File: config.mk
export PLATFORM = sky130hd
export DESIGN_NAME = unipolar_rz_receiver
export DESIGN_NICKNAME = d
export VERILOG_FILES = /design/src/rtl/unipolar_rz_receiver.sv
export SDC_FILE = /design/constraint.sdc
export NUM_CORES = 1
export LEC_CHECK = 0
export ABC_CLOCK_PERIOD_IN_PS = 2900
export BUFFER_PORTS_ARGS = -buffer_cell sky130_fd_sc_hd__buf_4
export CELL_PAD_IN_SITES_DETAIL_PLACEMENT = 1
export CELL_PAD_IN_SITES_GLOBAL_PLACEMENT = 1
export CORE_MARGIN = 3
export CORE_UTILIZATION = 44
export CTS_CLUSTER_SIZE = 40
export DETAILED_ROUTE_END_ITERATION = 10
export GPL_ROUTABILITY_DRIVEN = 0
export PLACE_DENSITY = 0.85
export SYNTH_ARGS = -nofsm -noshare
export SYNTH_HDL_FRONTEND = slang
export SYNTH_SLANG_ARGS = --single-unit
File: constraint.sdc
create_clock -name clock_i -period 2.9 [get_ports clock_i]
set_clock_uncertainty 0.15 [all_clocks]
set_input_delay 0.58 -clock clock_i [delete_from_list [all_inputs] [get_ports clock_i]]
set_output_delay 0.58 -clock clock_i [all_outputs]
set_load 0.01 [all_outputs]
File: src/rtl/unipolar_rz_receiver.sv
// Unipolar return-to-zero line receiver: measures each high pulse on a synchronised line,
// classifies it as a 0/1 bit, assembles MSB-first words and flags frame gaps and bad traffic.
module unipolar_rz_receiver #(
    parameter int unsigned DATA_WIDTH         = 24,
    parameter real         CLOCK_RATE         = 50.0e6,
    parameter real         BIT_THRESHOLD_TIME = 0.6e-6,
    parameter real         MIN_HIGH_TIME      = 0.1e-6,
    parameter real         MAX_HIGH_TIME      = 2.5e-6,
    parameter real         RESET_TIME         = 50.0e-6
) (
    input  logic                  clock_i,
    input  logic                  reset_i,
    input  logic                  line_i,
    output logic [DATA_WIDTH-1:0] data_o,
    output logic                  valid_o,
    output logic                  frame_end_o,
    output logic                  error_o
);

    localparam int ThresholdCyc = int'(CLOCK_RATE * BIT_THRESHOLD_TIME);
    localparam int MinHighCyc   = int'(CLOCK_RATE * MIN_HIGH_TIME);
    localparam int MaxHighCyc   = int'(CLOCK_RATE * MAX_HIGH_TIME);
    localparam int ResetCyc     = int'(CLOCK_RATE * RESET_TIME);

    localparam int MaxAB  = (ThresholdCyc > MinHighCyc) ? ThresholdCyc : MinHighCyc;
    localparam int MaxCD  = (MaxHighCyc > ResetCyc) ? MaxHighCyc : ResetCyc;
    localparam int MaxCyc = (MaxAB > MaxCD) ? MaxAB : MaxCD;

    localparam int unsigned CntW = $clog2(MaxCyc + 1);
    localparam int unsigned IdxW = $clog2(DATA_WIDTH + 1);

    localparam logic [CntW-1:0] ThresholdCnt = CntW'(ThresholdCyc);
    localparam logic [CntW-1:0] MinHighCnt   = CntW'(MinHighCyc);
    localparam logic [CntW-1:0] MaxHighCnt   = CntW'(MaxHighCyc);
    localparam logic [CntW-1:0] ResetCnt     = CntW'(ResetCyc);
    localparam logic [CntW-1:0] CntOne       = CntW'(1);
    localparam logic [IdxW-1:0] LastIdx      = IdxW'(DATA_WIDTH - 1);
    localparam logic [IdxW-1:0] IdxOne       = IdxW'(1);

    typedef enum logic [1:0] {StWaitGap, StIdle, StHigh, StLow} state_e;

    state_e                  state_q, state_d;
    logic [1:0]              sync_q;
    logic                    s_prev_q;
    logic [CntW-1:0]         cnt_q, cnt_d;
    logic [IdxW-1:0]         idx_q, idx_d;
    logic [DATA_WIDTH-1:0]   shift_q, shift_d;
    logic [DATA_WIDTH-1:0]   data_q, data_d;
    logic                    valid_q, valid_d;
    logic                    frame_end_q, frame_end_d;
    logic                    error_q, error_d;

    logic s, rise, fall, bit_val, stuck, gap_done;

    assign s        = sync_q[1];
    assign rise     = s & ~s_prev_q;
    assign fall     = ~s & s_prev_q;
    assign bit_val  = (cnt_q >= ThresholdCnt);
    assign stuck    = s & (cnt_d >= MaxHighCnt);
    assign gap_done = ~s & (cnt_d >= ResetCnt);

    // Level-duration counter: cnt_d is the number of cycles s has held its current level.
    always_comb begin
        cnt_d = cnt_q;
        if (rise || fall) begin
            cnt_d = CntOne;
        end else if (cnt_q != {CntW{1'b1}}) begin
            cnt_d = cnt_q + CntOne;
        end
    end

    always_ff @(posedge clock_i or posedge reset_i) begin
        if (reset_i) begin
            sync_q   <= '0;
            s_prev_q <= 1'b0;
            cnt_q    <= '0;
        end else begin
            sync_q   <= {sync_q[0], line_i};
            s_prev_q <= sync_q[1];
            cnt_q    <= cnt_d;
        end
    end

    always_ff @(posedge clock_i or posedge reset_i) begin
        if (reset_i) begin
            state_q <= StWaitGap;
        end else begin
            state_q <= state_d;
        end
    end

    always_comb begin
        state_d = state_q;
        unique case (state_q)
            StWaitGap: if (gap_done) state_d = StIdle;
            StIdle:    if (rise) state_d = StHigh;
            StHigh: begin
                if (stuck) begin
                    state_d = StWaitGap;
                end else if (fall) begin
                    state_d = (cnt_q < MinHighCnt) ? StWaitGap : StLow;
                end
            end
            StLow: begin
                if (rise) begin
                    state_d = StHigh;
                end else if (gap_done) begin
                    state_d = StIdle;
                end
            end
            default: state_d = StWaitGap;
        endcase
    end

    always_comb begin
        valid_d     = 1'b0;
        frame_end_d = 1'b0;
        error_d     = 1'b0;
        idx_d       = idx_q;
        shift_d     = shift_q;
        data_d      = data_q;
        unique case (state_q)
            StWaitGap: if (gap_done) idx_d = '0;
            StIdle: ;
            StHigh: begin
                if (stuck) begin
                    error_d = 1'b1;
                    idx_d   = '0;
                end else if (fall) begin
                    if (cnt_q < MinHighCnt) begin
                        error_d = 1'b1;
                        idx_d   = '0;
                    end else begin
                        shift_d = (shift_q << 1) | DATA_WIDTH'(bit_val);
                        if (idx_q == LastIdx) begin
                            data_d  = shift_d;
                            valid_d = 1'b1;
                            idx_d   = '0;
                        end else begin
                            idx_d = idx_q + IdxOne;
                        end
                    end
                end
            end
            StLow: begin
                // A gap ending a partial word is both a frame end and an error.
                if (!rise && gap_done) begin
                    frame_end_d = 1'b1;
                    error_d     = (idx_q != '0);
                    idx_d       = '0;
                end
            end
            default: ;
        endcase
    end

    always_ff @(posedge clock_i or posedge reset_i) begin
        if (reset_i) begin
            idx_q       <= '0;
            shift_q     <= '0;
            data_q      <= '0;
            valid_q     <= 1'b0;
            frame_end_q <= 1'b0;
            error_q     <= 1'b0;
        end else begin
            idx_q       <= idx_d;
            shift_q     <= shift_d;
            data_q      <= data_d;
            valid_q     <= valid_d;
            frame_end_q <= frame_end_d;
            error_q     <= error_d;
        end
    end

    assign data_o      = data_q;
    assign valid_o     = valid_q;
    assign frame_end_o = frame_end_q;
    assign error_o     = error_q;

endmodule

* After elaboration in Yosys (flattened, before gate mapping)
Index checks and enable logic that the tools add are counted.
** Word-level totals
- Bits of input ports :: 3
- Bits in registers :: 72
- Word-level logic and storage cells :: 72
** Cells by class
- Bitwise logic cells :: 9
- Order comparisons :: 4
- Reduce and logical (&&, ||, !) cells :: 10
- Muxes and demuxes :: 28
- Add/subtract/negate cells :: 2
- Eq/ne operators :: 9
** Operator list (number)
- $mux W5 :: 6
- $mux W12 :: 2
- $or A24 B1 Y24 :: 1
- $pmux W5 S3 :: 1
- $add A12 B1 Y12 const B :: 1
- $ge A12 B12 Y1 const B :: 1
- $ge A12 B5 Y1 const B :: 1
- $ge A12 B7 Y1 const B :: 1
- $lt A12 B3 Y1 const B :: 1
- $mux W2 :: 6
- $ne A12 B12 Y1 const B :: 1
- $mux W1 :: 11
- $pmux W2 S4 :: 1
- $reduce_and A4 Y1 :: 2
- $ne A2 B2 Y1 const B :: 3
- $add A5 B1 Y5 const B :: 1
- $eq A5 B5 Y1 const B :: 1
- $reduce_and A5 Y1 :: 1
- $reduce_bool A5 Y1 :: 1
- $and A1 B1 Y1 :: 4
- $eq A2 B2 Y1 const B :: 2
- $not A1 Y1 :: 4
- $ne A3 B3 Y1 const B :: 1
- $reduce_bool A3 Y1 :: 1
- 7 further kinds :: 7

* Longest topological paths before layout
Gate-level depths: netlist of run 1.
- Depth after elaboration :: 9
- Depth in mapped cells :: 13
- Depth with buffers taken out :: 10

* Worst setup path after synthesis of run 1
Ideal clock, no wire load.
- Path type :: register to register
- From :: reg cnt_q[0]
- To :: reg data_q[10] (netlist: data_o[10])
- Stages on the path, launching flop included :: 12
- Setup time :: 0.125 ns
- Data arrival time :: 2.803 ns
- Buffers on the path :: 1
- Period minus slack after synthesis :: 3.078 ns
- Setup slack :: -0.178 ns
- Path through :: dfrtp_1 -> inv_1 -> ha_1 -> nand2b_1 -> maj3_1 -> o21ai_0 -> nor4_2 -> a2111oi_4 -> nand2_2 -> nor3_4 -> buf_12 -> mux2_4
** On the way
- Longest elaborated chain between the ends :: 7
- Elaborated cells on any way between the ends :: 10
- Those cells by class :: add/sub: 1; order compare: 2; eq/ne: 1; mux: 2; bitwise: 3; reduce/logical: 1
** RTL lines
- from (decl) :: line 45 : logic [CntW-1:0] cnt_q, cnt_d;
- from (signal assigned) :: line 80 : cnt_q <= cnt_d;
- $add A12 B1 Y12 / $ne A12 B12 Y1 (equally long branches) :: line 68, 67
- $mux W12 :: line 67 : end else if (cnt_q != {CntW{1'b1}}) begin
- $mux W12 :: line 65 : if (rise || fall) begin
- $ge A12 B7 Y1 :: line 59 : assign stuck = s & (cnt_d >= MaxHighCnt);
- $and A1 B1 Y1 :: line 59
- $not A1 Y1 (no line)
- $reduce_and A5 Y1 (no line) (*)
- to (signal assigned) :: line 168 : data_q <= data_d;
- to (decl) :: line 48 : logic [DATA_WIDTH-1:0] data_q, data_d;
Every way passes the cells marked *; elsewhere a longest branch is shown, timed or not.
A chain may end at the register's enable or synchronous reset.

* Worst setup path after layout of run 1
- From :: reg cnt_q[0]
- To :: reg data_q[23] (netlist: data_o[23])
The elaborated chain is that of the path after synthesis.

==> out/qor.yml, run 1 <==
yosys:
  synthXorXnorAreaFrac_pct: 0.2536
  syn_area_mm2: 0.003453
  ys.flop_type: "dfrtp_1"
  syn-num-nets: 274
  synth-simple-area-share_pct: 11.30
  synth_cell_type_count: 57
  ys_seq_area_share_pct: 52.17
  syn_inst: 264
  synth_compound_area_share_pct: 9.022
  synth_top_family_by_area: "multiplexers"
  synth-seq-cells: 72
  ys_top_cells_by_area: "dfrtp_1 52%, mux2_2 9.1%, mux2_4 7.8%, ha_1 2.5%, inv_1 1.8%"
  synth_edf_count: 0
  synth_top_cell_area_share_pct: 52.17
  avgSynthCellArea_um2: 13.08
  yosys.area_share.adder_pct: 2.826
  synthMuxAreaShare_pct: 18.77
  synth_top_cell_by_area: "dfrtp_1"
  async_reset_ff_share_pct: 100.0
  synth_warnings: 0
die:
  core_mm2: 0.007447
  dieArea_mm2: 0.008947
  die_h_um: 94.59
  num_io_pins: 30
  row_count: 31
  dieWidth_um: 94.59
  start_util_pct: 46.37
sta:
  finalCritPeriodShare_pct: 109.0
  min_period_ns: 3.162
  setup_slack_ns: -0.2620
  tns_ns: -7.994
  slew_violations: 0
  slew_headroom_pct: 58.33
  finalSetupViolCount: 52
  fmax_mhz: 316.3
  finalHoldViolCount: 0
  worstMarginPinSlew_ns: 0.6241
  grt_setup_unrepaired: "yes"
place:
  post_dp_cell_area_mm2: 0.003961
  dpl.hpwl_um: 5973
  pre_cts_ws_ns: -0.2076
  io_buffers: 29
detailed_routing:
  viasPerCell: 5.529
  first_iter_violations: 113
  remaining_drc_errors: 0
  first_pass_iters: 4
  route.final.wire_length_um: 10470
  postRouteAntennaNets: 0
  vias: 2477
  avgRoutedWirePerCell_um: 23.38
setup_path:
  reg2reg_from: "cnt_q[0]$_DFF_PP0_"
  crit_path_end_kind: "flip-flop"
  startpoint_type: "flip-flop"
  crit_path_cell_trace: "ha_4 > buf_4 > buf_4 > nand2_1 > a21o_1 > mux2_2 > a41oi_4 > a2111oi_4 > nand2_2 > nor3_4 > buf_6 > buf_8 > mux2_4"
  cpMaxStageDelayCell: "dfrtp_2"
  crit_type: "flip-flop to flip-flop"
  rr_worst_depth: 13
  critPathRequiredTime_ns: 2.99
  cpMostUsedCell: "buf_4"
  worst-r2r-setup-slack_ns: -0.26
  arrival_ns: 3.25
  critical-path-max-stage-delay_ns: 0.46
  r2r_end: "data_o[23]$_DFFE_PP0P_"
  crit_fanout: 7
clock_network:
  clkSinkCount: 72
  insertion_delay_ns: 0.37
  cts_buffers: 9
  path_clk_slew_ns: 0.10
  cts_tree: "done"
  htreeDepth: 3
  cts-root-buf: "clkbuf_8"
  clock_path_buffers: 2
  hold_buffers: 0
worst_hold_path:
  hp-class: "input port to asynchronous set/reset pin"
global_routing:
  overflow: 0
  grt_pass1_vias: 2722
  track_usage_pct: 23.28
  grt_max_degree: 47
  grt_pass1_wl_um: 15200
  antenna_found_initial: 0
cells_and_area:
  n_antenna_cell: 0
  layout_common_cells: "69 x dfrtp_1, 67 x buf_4, 23 x mux2_2, 23 x mux2_4, 13 x inv_1"
  drive_above_1_share_pct: 54.15
  syn2layout_area_growth_pct: 34.17
  mostFrequentLayoutCell: "dfrtp_1"
  finish.net_count: 354
  final_area_mm2: 0.004633
power_and_ir_drop:
  p_seq_share_pct: 49.4
  swShare_pct: 26.85
  pwr_density_cell_mw_per_mm2: 450.5
  combPwrFrac_pct: 10.3
  vdd_drop_max_v: 0.0003646
  intPower_w: 0.001527
  p_leak_nw: 2.295
  switchingPower_w: 0.0005604
  clockPowerShare_pct: 40.2
run_status:
  status: "finished, violations left"
  violations: "negative setup slack"
job:
  drv_cap: 0
[cells by family (layout without fill, tap and decap cells)]
family / count (synthesis) / count (layout)
AO/OA/AOI/OAI: 39 / 39
AND/OR/NAND/NOR: 63 / 63
flip-flops: 72 / 72
adder cells (fa/ha/maj): 8 / 8
buffers and inverters: 30 / 115
multiplexers: 51 / 51
XOR/XNOR: 1 / 1
[worst max-delay path, delay by kind of cell, from the launching register on]
family                   cells  cell delay (ns)
multiplexers                 2             0.49
AO/OA/AOI/OAI                3             0.64
adder cells (fa/ha/maj)      1             0.19
AND/OR/NAND/NOR              3             0.51
flip-flops                   1             0.46
buffers and inverters        4             0.58
[layout make-up]
cell class                 count  area (µm²)
tap                           99       123.9
fill                         734        2814
clock inverter                 7       77.57
inverter                      17       66.31
clock buffer                   9       123.9
sequential                    72        1805
timing repair buffer          82       768.2
multi-input combinational    162        1668
[cells in the mapped netlist (2+ instances only)]
| cell type | count |
|---|---|
| nand4_1 | 8 |
| o21ai_0 | 6 |
| a21oi_1 | 4 |
| mux2_2 | 28 |
| nand2b_1 | 3 |
| clkbuf_1 | 3 |
| nor4b_1 | 2 |
| dfrtp_1 | 72 |
| buf_12 | 2 |
| inv_1 | 17 |
| nor3_1 | 6 |
| ha_1 | 7 |
| nor2_1 | 8 |
| a211oi_1 | 4 |
| buf_4 | 3 |
| a41oi_1 | 2 |
| and2_1 | 3 |
| a21o_1 | 3 |
| o21a_1 | 3 |
| and3_2 | 2 |
| mux2i_1 | 4 |
| clkbuf_8 | 3 |
| and3_1 | 5 |
| a211o_1 | 2 |
| a21o_2 | 2 |
| nand3_1 | 4 |
| nand2_1 | 10 |
| mux2_4 | 18 |
| o211ai_1 | 2 |
[worst max path at each step]
stage,start,to,slack [ns],cells after the start
floorplan,cnt_q[1]$_DFF_PP0_,data_o[10]$_DFFE_PP0P_,-0.12,11
global placement,cnt_q[0]$_DFF_PP0_,data_o[16]$_DFFE_PP0P_,-0.08,10
detailed placement,cnt_q[0]$_DFF_PP0_,data_o[18]$_DFFE_PP0P_,-0.21,11
CTS,cnt_q[0]$_DFF_PP0_,data_o[13]$_DFFE_PP0P_,-0.06,13
global route,cnt_q[0]$_DFF_PP0_,data_o[23]$_DFFE_PP0P_,-0.38,13
finish,cnt_q[0]$_DFF_PP0_,data_o[23]$_DFFE_PP0P_,-0.26,13
[timing repair]
action | 4_1_cts | 5_1_grt
cloned | 2 | 3
resized for setup | 28 | 31
buffers inserted | 11 | 8
setup endpoints to repair | 51 | 53
pin swaps | 10 | 19
hold endpoints to repair | 0 | 0
[through the flow]
step	power [W]	utilization [%]	std cells	hold WS, ns
6_report	0.002087	62.21	448	0.1365
5_1_grt	0.002168	62.21	448	0.1621
4_1_cts	0.002046	58.97	440	0.1385
3_5_place_dp	0.001203	53.19	412	0.1949
3_3_place_gp	0.001194	53.19	412	0.1864
2_1_floorplan	0.001121	-	264	0.1812
[registers in the layout, summed over array words and instances, names as in the netlist, 2 cells and up]
name and cells:
state_q 2, idx_q 5, cnt_q 12, sync_q 2, shift_q 23, data_o 24
[metal layers]
metal | routed length, µm | part of all wire, % | up-vias | GRT usage, %
li1 | - | - | 1114 | -
met1 | 4265 | 41 | 1308 | 26.52
met2 | 5746 | 55 | 39 | 41.49
met3 | 261 | 2.5 | 16 | 4.940
met4 | 201 | 1.9 | 0 | 11.06
met5 | 0 | 0 | - | 0
[power by group through the flow]
stage	clock network [W]	registers [W]	logic [W]
floorplan	0	0.00105	0.0000742
global placement	0	0.00105	0.000147
detailed placement	0	0.00105	0.000155
CTS	0.000834	0.00103	0.000182
global route	0.000900	0.00103	0.000234
finish	0.000840	0.00103	0.000215
Note: power is estimated with default switching activity, not from simulation.
==> inputs of run 2 (changes only) <==
--- a/config.mk
+++ b/config.mk
@@ -7,10 +7,10 @@
 export LEC_CHECK = 0
 export ABC_CLOCK_PERIOD_IN_PS = 2900
 export BUFFER_PORTS_ARGS = -buffer_cell sky130_fd_sc_hd__buf_4
-export CELL_PAD_IN_SITES_DETAIL_PLACEMENT = 1
-export CELL_PAD_IN_SITES_GLOBAL_PLACEMENT = 1
+export CELL_PAD_IN_SITES_DETAIL_PLACEMENT = 0
+export CELL_PAD_IN_SITES_GLOBAL_PLACEMENT = 2
 export CORE_MARGIN = 3
-export CORE_UTILIZATION = 44
+export CORE_UTILIZATION = 37
 export CTS_CLUSTER_SIZE = 40
 export DETAILED_ROUTE_END_ITERATION = 10
 export GPL_ROUTABILITY_DRIVEN = 0
==> out/qor.yml, run 2 (synthesis results as in run 1) <==
sta:
  fmax_mhz: 324.9  # +2.7%
  slew_headroom_pct: 68.53  # +10 points
  worstMarginPinSlew_ns: 0.4692  # -0.1549 ns
  slew_violations: 0  # unchanged
  setup_slack_ns: -0.1776  # +0.08438 ns
  worst_hold_slack_ns: 0.1214  # -0.01503 ns
  finalHoldViolCount: 0  # unchanged
  finalSetupViolCount: 48  # -7.7%
  finalCritPeriodShare_pct: 106.1  # -2.9 points
  tns_ns: -6.110  # +1.884 ns
  min_period_ns: 3.078  # -0.08438 ns
  grt_setup_unrepaired: "yes"
detailed_routing:
  remaining_drc_errors: 0  # unchanged
  viasPerCell: 5.232  # -5.4%
  postRouteAntennaNets: 0  # unchanged
  route.final.wire_length_um: 7530  # -28%
  first_pass_iters: 4  # unchanged
  avgRoutedWirePerCell_um: 16.62  # -29%
  vias: 2370  # -4.3%
  first_iter_violations: 101  # -11%
die:
  dieArea_mm2: 0.01053  # +18%
  die_h_um: 102.6  # +8.5%
  start_util_pct: 38.84  # -7.5 points
  row_count: 34  # +9.7%
  core_mm2: 0.008891  # +19%
  dieWidth_um: 102.6  # +8.5%
  num_io_pins: 30  # unchanged
power_and_ir_drop:
  vdd_drop_max_v: 0.0002249  # -38%
  combPwrFrac_pct: 9.5  # -0.8 points
  swShare_pct: 26.36  # -0.49 points
  switchingPower_w: 0.0005070  # -9.5%
  p_leak_nw: 2.225  # -3.0%
  fin_total_pwr_w: 0.001924  # -7.8%
  p_seq_share_pct: 53.9  # +4.5 points
  intPower_w: 0.001417  # -7.2%
  pwr_density_cell_mw_per_mm2: 429.5  # -4.7%
  clockPowerShare_pct: 36.6  # -3.6 points
clock_network:
  hold_buffers: 0  # unchanged
  insertion_delay_ns: 0.35  # -0.02 ns
  clock_path_buffers: 2  # unchanged
  path_clk_slew_ns: 0.08  # -0.02 ns
  cts_buffers: 9  # unchanged
  htreeDepth: 3  # unchanged
  cts-root-buf: "clkbuf_8"
  cts_tree: "done"
  clkSinkCount: 72  # unchanged
run_status:
  status: "finished, violations left"
  violations: "negative setup slack"
place:
  dpl.hpwl_um: 4649  # -22%
  io_buffers: 29  # unchanged
  post_dp_cell_area_mm2: 0.003965  # about the same
  dp.cells: 420  # +1.9%
global_routing:
  grt_pass1_wl_um: 12760  # -16%
  grt_pass1_vias: 2534  # -6.9%
  grt_max_degree: 73  # +55%
  overflow: 0  # unchanged
  antenna_found_initial: 0  # unchanged
  track_usage_pct: 15.63  # -7.6 points
setup_path:
  startpoint_type: "flip-flop"
  crit_fanout: 6  # -1
  critPathRequiredTime_ns: 2.99  # about the same
  crit_type: "flip-flop to flip-flop"
  crit_path_end_kind: "flip-flop"
  arrival_ns: 3.16  # -0.09 ns
cells_and_area:
  syn2layout_area_growth_pct: 29.71
  layout_common_cells: "70 x dfrtp_1, 68 x buf_4, 23 x mux2_2, 23 x mux2_4, 13 x inv_1"
  drive_above_1_share_pct: 51.30  # -2.9 points
  final_area_mm2: 0.004479  # -3.3%
  mostFrequentLayoutCell: "dfrtp_1"
  n_antenna_cell: 0  # unchanged
  fillers: 752  # +2.5%
  finish.cell_count_without_fillers: 453  # +1.1%
  finish.net_count: 350  # -1.1%
  largest_reg_flops: 24  # unchanged
worst_hold_path:
  hp-class: "input port to asynchronous set/reset pin"
job:
  drv_cap: 0  # unchanged
==> run 2: cell count changes in the layout (fill, tap and decap cells not counted), sizes merged <==
cell / change
inv: -2
clkbuf: -2
bufinv: -1
clkinv: +2
buf: -1
==> run 2: final cells by class <==
type / instances / area, µm² / area share, %
Tap cell: 108 / 135.1 / 3.017
Inverter: 17 / 66.31 / 1.480
Clock buffer: 10 / 127.6 / 2.849
Clock inverter: 6 / 43.79 / 0.9777
Multi-Input combinational cell: 162 / 1619 / 36.15
Timing Repair Buffer: 78 / 683.2 / 15.25
Sequential cell: 72 / 1804 / 40.28
==> run 2: path summary, 6_finish.rpt <==
check / endpoint / cells after the start / from / slack, ns
max reg2reg: data_o[16]$_DFFE_PP0P_ / 13 / cnt_q[0]$_DFF_PP0_ / -0.18
min: cnt_q[8]$_DFF_PP0_ / 3 / reset_i / 0.12
max: data_o[16]$_DFFE_PP0P_ / 13 / cnt_q[0]$_DFF_PP0_ / -0.18
max in group asynchronous: cnt_q[0]$_DFF_PP0_ / 3 / reset_i / 2.10
min in group clock_i: sync_q[0]$_DFF_PP0_ / 1 / line_i / 0.18
min reg2reg: sync_q[1]$_DFF_PP0_ / 0 / sync_q[0]$_DFF_PP0_ / 0.21
==> run 2: critical path, stage by stage (launching register included) <==
cell,delay [ns]
dfrtp_2,0.47
buf_6,0.14
inv_4,0.05
ha_4,0.19
nand2b_4,0.13
maj3_2,0.32
o21ai_4,0.08
nor4_4,0.06
a2111oi_4,0.40
nand2_2,0.12
nor3_4,0.22
buf_12,0.16
buf_12,0.14
mux2_4,0.30
==> run 2: through the flow <==
| stage | setup WS [ns] | util [%] |
|---|---|---|
| floorplan | -0.1168 | - |
| finish | -0.1776 | 50.38 |
| CTS | -0.1044 | 49.37 |
| global route | -0.2836 | 50.38 |
| detailed placement | -0.1979 | 44.60 |
| global placement | -0.1046 | 44.60 |
==> run 2: repair_timing <==
action / 4_1_cts / 5_1_grt
cloned: 3 / 0
setup endpoints to repair: 48 / 56
setup buffers: 11 / 6
gates resized for setup: 17 / 26
pin swaps: 11 / 12
==> run 2: per-layer routing <==
layer | track usage, % | part of all wire [%] | vias up
li1 | - | - | 1109
met1 | 20.92 | 46 | 1208
met2 | 24.33 | 49 | 39
met3 | 4.127 | 3.3 | 14
met4 | 6.054 | 1.8 | 0
met5 | 0 | 0 | -
==> run 2: power groups by stage <==
stage	clock [W]	combinational [W]	sequential [W]
after CTS	0.000726	0.000154	0.00103
final	0.000704	0.000182	0.00104
after floorplan	0	0.0000742	0.00105
after detailed placement	0	0.000140	0.00105
after global placement	0	0.000138	0.00105
after global routing	0.000781	0.000198	0.00104
